===== src/rtl/mult_div_unit.sv =====
// Iterative multiply/divide unit with HI/LO result registers.
// It does one shift-add or restoring shift-subtract step per cycle on operand magnitudes, then applies sign correction.
module mult_div_unit #(
   parameter int WIDTH = 32
) (
   input  logic             clock,
   input  logic             reset,
   input  logic             start,
   input  logic [1:0]       op,
   input  logic [WIDTH-1:0] rs_data,
   input  logic [WIDTH-1:0] rt_data,
   input  logic             mthi,
   input  logic             mtlo,
   input  logic [WIDTH-1:0] wdata,
   output logic             busy,
   output logic             done,
   output logic [WIDTH-1:0] hi,
   output logic [WIDTH-1:0] lo,
   output logic [1:0]       state_dbg
);

   localparam int CW = $clog2(WIDTH);

   typedef enum logic [1:0] {
      IDLE = 2'd0,
      CALC = 2'd1,
      FIX  = 2'd2
   } state_t;

   state_t           state;
   logic [CW-1:0]    count;
   logic [1:0]       op_q;
   logic [WIDTH-1:0] rs_q;
   logic [WIDTH-1:0] rt_q;
   logic [WIDTH-1:0] work_hi;
   logic [WIDTH-1:0] work_lo;

   logic             is_div;
   logic             is_signed;
   logic             neg_a;
   logic             neg_b;
   logic             div_zero;
   logic [WIDTH-1:0] mag_b;
   logic             cap_neg_a;
   logic [WIDTH-1:0] cap_mag_a;
   logic [WIDTH:0]   mul_sum;
   logic [WIDTH:0]   div_shift;
   logic [WIDTH-1:0] div_diff;
   logic             div_ge;
   logic [2*WIDTH-1:0] prod;
   logic [2*WIDTH-1:0] prod_fix;
   logic [WIDTH-1:0] quot_fix;
   logic [WIDTH-1:0] rem_fix;

   // op[1] selects divide, op[0] selects the unsigned variant
   assign is_div    = op_q[1];
   assign is_signed = ~op_q[0];
   assign neg_a     = is_signed & rs_q[WIDTH-1];
   assign neg_b     = is_signed & rt_q[WIDTH-1];
   assign div_zero  = (rt_q == '0);
   assign mag_b     = neg_b ? -rt_q : rt_q;

   assign cap_neg_a = ~op[0] & rs_data[WIDTH-1];
   assign cap_mag_a = cap_neg_a ? -rs_data : rs_data;

   // work_lo holds the multiplier (shifted out LSB first) or the dividend (shifted out MSB first)
   assign mul_sum   = {1'b0, work_hi} + (work_lo[0] ? {1'b0, mag_b} : '0);
   assign div_shift = {work_hi, work_lo[WIDTH-1]};
   assign div_ge    = (div_shift >= {1'b0, mag_b});
   assign div_diff  = div_shift[WIDTH-1:0] - mag_b;

   assign prod      = {work_hi, work_lo};
   assign prod_fix  = (neg_a ^ neg_b) ? -prod : prod;
   assign quot_fix  = (neg_a ^ neg_b) ? -work_lo : work_lo;
   assign rem_fix   = neg_a ? -work_hi : work_hi;

   assign busy      = (state == CALC) || (state == FIX);
   assign state_dbg = state;

   always_ff @(posedge clock) begin
      if (reset) begin
         state   <= IDLE;
         count   <= '0;
         op_q    <= '0;
         rs_q    <= '0;
         rt_q    <= '0;
         work_hi <= '0;
         work_lo <= '0;
         hi      <= '0;
         lo      <= '0;
         done    <= 1'b0;
      end else begin
         done <= 1'b0;
         case (state)
            IDLE: begin
               if (start) begin
                  op_q    <= op;
                  rs_q    <= rs_data;
                  rt_q    <= rt_data;
                  work_hi <= '0;
                  work_lo <= cap_mag_a;
                  count   <= '0;
                  state   <= CALC;
               end else begin
                  if (mthi) hi <= wdata;
                  if (mtlo) lo <= wdata;
               end
            end
            CALC: begin
               if (is_div) begin
                  work_hi <= div_ge ? div_diff : div_shift[WIDTH-1:0];
                  work_lo <= {work_lo[WIDTH-2:0], div_ge};
               end else begin
                  work_hi <= mul_sum[WIDTH:1];
                  work_lo <= {mul_sum[0], work_lo[WIDTH-1:1]};
               end
               count <= count + 1'b1;
               if (count == CW'(WIDTH - 1)) state <= FIX;
            end
            FIX: begin
               if (is_div) begin
                  // divide by zero returns all-ones quotient and the raw dividend
                  if (div_zero) begin
                     lo <= '1;
                     hi <= rs_q;
                  end else begin
                     lo <= quot_fix;
                     hi <= rem_fix;
                  end
               end else begin
                  hi <= prod_fix[2*WIDTH-1:WIDTH];
                  lo <= prod_fix[WIDTH-1:0];
               end
               done  <= 1'b1;
               state <= IDLE;
            end
            default: state <= IDLE;
         endcase
      end
   end

endmodule


===== config.mk =====
export PLATFORM = sky130hd
export DESIGN_NAME = mult_div_unit
export DESIGN_NICKNAME = d
export VERILOG_FILES = /design/src/rtl/mult_div_unit.sv
export SDC_FILE = /design/constraint.sdc
export NUM_CORES = 1
export LEC_CHECK = 0
export ABC_CLOCK_PERIOD_IN_PS = 6000
export BUFFER_PORTS_ARGS = -buffer_cell sky130_fd_sc_hd__buf_2
export CELL_PAD_IN_SITES_DETAIL_PLACEMENT = 1
export CELL_PAD_IN_SITES_GLOBAL_PLACEMENT = 1
export CORE_UTILIZATION = 45
export CTS_BUF_LIST = sky130_fd_sc_hd__clkbuf_4
export DETAILED_ROUTE_END_ITERATION = 10
export GPL_TIMING_DRIVEN = 0
export PLACE_DENSITY = 0.88
export SLEW_MARGIN = 20
export SYNTH_ARGS = -nofsm -noshare
export SYNTH_HDL_FRONTEND = slang
export SYNTH_SLANG_ARGS = --single-unit

===== constraint.sdc =====
create_clock -name clock -period 6 [get_ports clock]
set_input_delay 0.3 -clock clock [delete_from_list [all_inputs] [get_ports clock]]
set_output_delay 0.3 -clock clock [all_outputs]
set_load 0.01 [all_outputs]

==> metrics.txt <==
Netlist Area Pre-Place 0.01615 mm²; final worst-path cycle share 0.9500; Layout Cells excl Fill 3058; ys async rst share 0; initial antenna violation count 8; post-route cell area 0.01936 mm²; clk buf depth 3; cells on worst reg2reg path 15; r2r endpoint work_hi[29]; Synth cell types 86; Synth Flop Type dfxtp_1; Final nets 2721; routed length per instance 27.23 µm; latest clock arrival within the worst-skew pair 0.85 ns; Max Fclk 175.4 MHz; worst endpoint required time 6.71 ns; TritonCTS Buffers 59; antenna-violating nets left 0; setup violators final 0; leakage 0.007969 µW; post-CTS setup buffers 0; I/O Pins 171; Area after DPL 0.01758 mm²; Period minus WS final 5.700 ns; Overall Global Routing Usage 0.4435; number of global-route vias before repair 20125; Slew Viols, Final 0; dpl hpwl 60610 µm; r2r setup slk 0.30 ns; final hold vios 0; FF-to-FF Start rt_q[31]; Post-Route WL 83280 µm; final standard cell utilization of the core 0.5456; end of the worst hold path lo[8]; layout cell share with drive strength beyond 1 0.1237; via count 20210; post-synthesis sequential area ratio 0.2504; Num Clock Sinks 202; HP Class in -> reg; # DRC 0; Power Dens Cells 225.0 mW/mm²; outcome completed; # placed instances 2844; Worst Skew 0.03979 ns; root buffer cell clkbuf_4; worst vdd ir 0.0001618 V; # rows 69; Core Area 0.03548 mm²; Crit Path Max Fanout 10; Die Wd 191.5 µm; Rel. slew slack 0.1921; Initial Util 0.4552; CP Capture Type register; first-pass GRT wire length 121700 µm; RSZ-0062 raised after global routing false; final setup TNS 0 ns; cells after synthesis 2214; EDFF count, synth 0; P&R area growth vs syn 19.85%; I/O Buffers 169; Mean Syn Cell Area 7.295 µm²; Seq cells post-synth 202; hold depth 4; grt ovf 0; post-placement setup slack -0.3034 ns; H-tree depth 2; DRT iter0 DRCs 2087; worst setup margin 0.3000 ns; min-delay src mtlo; vias per cell 6.609; worst-margin pin slew 1.199 ns; chip height 191.5 µm; First-pass DRT Iterations 5; gpl congestion 1.030; Yosys warning total 0; crit path launch type register; critical path data arrival time 6.41 ns; syn_nets 2392; Max Cap Violations 0; CTS tree yes; clk slew on worst S/H paths 0.07 ns; pin count of the biggest net entering global routing 17; CP Class reg -> reg; Die ar. 0.03666 mm²
routing by layer:
| metal | track usage | wire (µm) | share of wire |
|---|---|---|---|
| met2 | 0.6915 | 36250 | 0.44 |
| met4 | 0.2613 | 5250 | 0.063 |
| met5 | 0 | 13 | 0.00016 |
| met1 | 0.5537 | 32590 | 0.39 |
| met3 | 0.1063 | 9167 | 0.11 |
logic make-up (layout without fill, tap and decap cells):
logic type,after synthesis,after routing,synth area share
AO/OA/AOI/OAI,722,722,0.2847
XOR/XNOR,189,189,0.1025
adder cells (fa/ha/maj),75,75,0.05903
buffers and inverters,205,578,0.04981
flip-flops,202,202,0.2504
multiplexers,63,63,0.03928
other,0,10,0
AND/OR/NAND/NOR,758,758,0.2143
cell usage in the layout, fill, tap and decap left out, types with 27 or more instances in the layout:
cell	Yosys	layout
clkbuf_4	0	83
inv_1	42	42
dfxtp_1	202	202
o221ai_1	30	30
nand3_1	27	27
nor2_1	217	216
a21oi_1	266	266
mux2i_1	60	60
xnor2_1	101	100
clkbuf_1	135	134
a21o_1	39	39
buf_2	8	177
ha_1	73	73
a31oi_1	27	27
o21ai_0	118	118
o211ai_1	49	49
xor2_1	88	88
nor3_1	40	39
dlygate4sd3_1	0	99
a211oi_1	35	35
nand2_1	322	321
stage by stage:
stage / total power [µW] / hold slack, ns
floorplan: 2387 / 0.4322
finish: 4356 / 0.08702
detailed placement: 2876 / 0.4466
CTS: 4248 / 0.03174
global placement: 2833 / 0.4337
global route: 4498 / 0.07254
area by class of cell:
class	count	area, µm²
Timing Repair Buffer	268	1837
Clock inverter	22	97.59
Multi-Input combinational cell	1807	11350
Inverter	43	161.4
Tap cell	461	576.8
Antenna cell	10	25.02
Fill cell	4561	16120
Buffer	162	644.4
Sequential cell	202	4044
Clock buffer	83	623.1
cell usage after synthesis (5+ instances only):
| library cell | count | area share |
|---|---|---|
| o21a_1 | 7 | 0.0033 |
| and2_1 | 7 | 0.0027 |
| o21ai_0 | 118 | 0.037 |
| or4_1 | 9 | 0.0042 |
| o22ai_1 | 5 | 0.0019 |
| and3_1 | 18 | 0.0070 |
| nand2b_1 | 16 | 0.0062 |
| nor2_1 | 217 | 0.050 |
| inv_1 | 42 | 0.0098 |
| nand2_1 | 322 | 0.075 |
| a32oi_1 | 6 | 0.0033 |
| nor2b_1 | 8 | 0.0031 |
| or3_1 | 13 | 0.0050 |
| a41oi_1 | 7 | 0.0038 |
| a22o_1 | 5 | 0.0027 |
| buf_2 | 8 | 0.0025 |
| xnor2_1 | 101 | 0.055 |
| xor2_1 | 88 | 0.048 |
| o211ai_1 | 49 | 0.023 |
| mux2i_1 | 60 | 0.037 |
| or2_2 | 12 | 0.0046 |
| a311oi_1 | 13 | 0.0070 |
| nand3_1 | 27 | 0.0084 |
| o221ai_1 | 30 | 0.016 |
| o31ai_1 | 25 | 0.012 |
| a21oi_1 | 266 | 0.082 |
| a31oi_1 | 27 | 0.010 |
| o21ai_1 | 5 | 0.0015 |
| o41ai_1 | 9 | 0.0049 |
| clkbuf_1 | 135 | 0.031 |
| a21o_1 | 39 | 0.018 |
| dfxtp_1 | 202 | 0.25 |
| nor3_1 | 40 | 0.012 |
| ha_1 | 73 | 0.057 |
| nor4_1 | 18 | 0.0070 |
| a22oi_1 | 19 | 0.0088 |
| a221oi_1 | 5 | 0.0027 |
| a211oi_1 | 35 | 0.016 |
| buf_1 | 13 | 0.0030 |
| nand4_1 | 18 | 0.0070 |
| o21bai_1 | 9 | 0.0042 |
| a211o_1 | 8 | 0.0043 |
sequential cells by signal, summed over array words and instances (netlist names):
register   cells
work_hi       32
lo            32
rs_q          32
rt_q          32
work_lo       32
done           1
hi            32
op_q           2
state_dbg      2
count          5
how the worst max path moves through the flow:
stage               startpoint          end  cells after the start
floorplan              rt_q[2]  work_hi[29]                     18
finish                rt_q[31]  work_hi[29]                     15
global route           rt_q[2]  work_hi[27]                     19
CTS                    rt_q[2]  work_hi[27]                     19
detailed placement     rt_q[2]  work_hi[27]                     19
global placement       rt_q[2]  work_hi[27]                     19
worst max-delay path: stages, from the launching register on:
cell and delay, ns:
dfxtp_1 0.54, nor2b_1 0.54, clkbuf_1 0.48, nor2_1 0.07
a21oi_1 0.49, nor2_1 0.16, fa_1 0.48, a21o_1 0.21
a311o_1 0.40, a31oi_1 0.33, o21ai_0 0.47, a41o_1 0.45
a41oi_1 0.43, mux2i_1 0.15, a221oi_1 0.23, o311ai_0 0.16
what timing repair did:
item | CTS | global route
pin swaps | 0 | 0
hold endpoints to repair | 142 | 0
setup endpoints to repair | 20 | 27
gates resized for setup | 2 | 6
hold buffers | 99 | 0
report_power, final:
group          internal, µW  total, µW  switching (µW)
clock network           637       1350             715
logic                   501       1460             959
registers              1420       1540             120
Power figures use the tool's default switching activity.
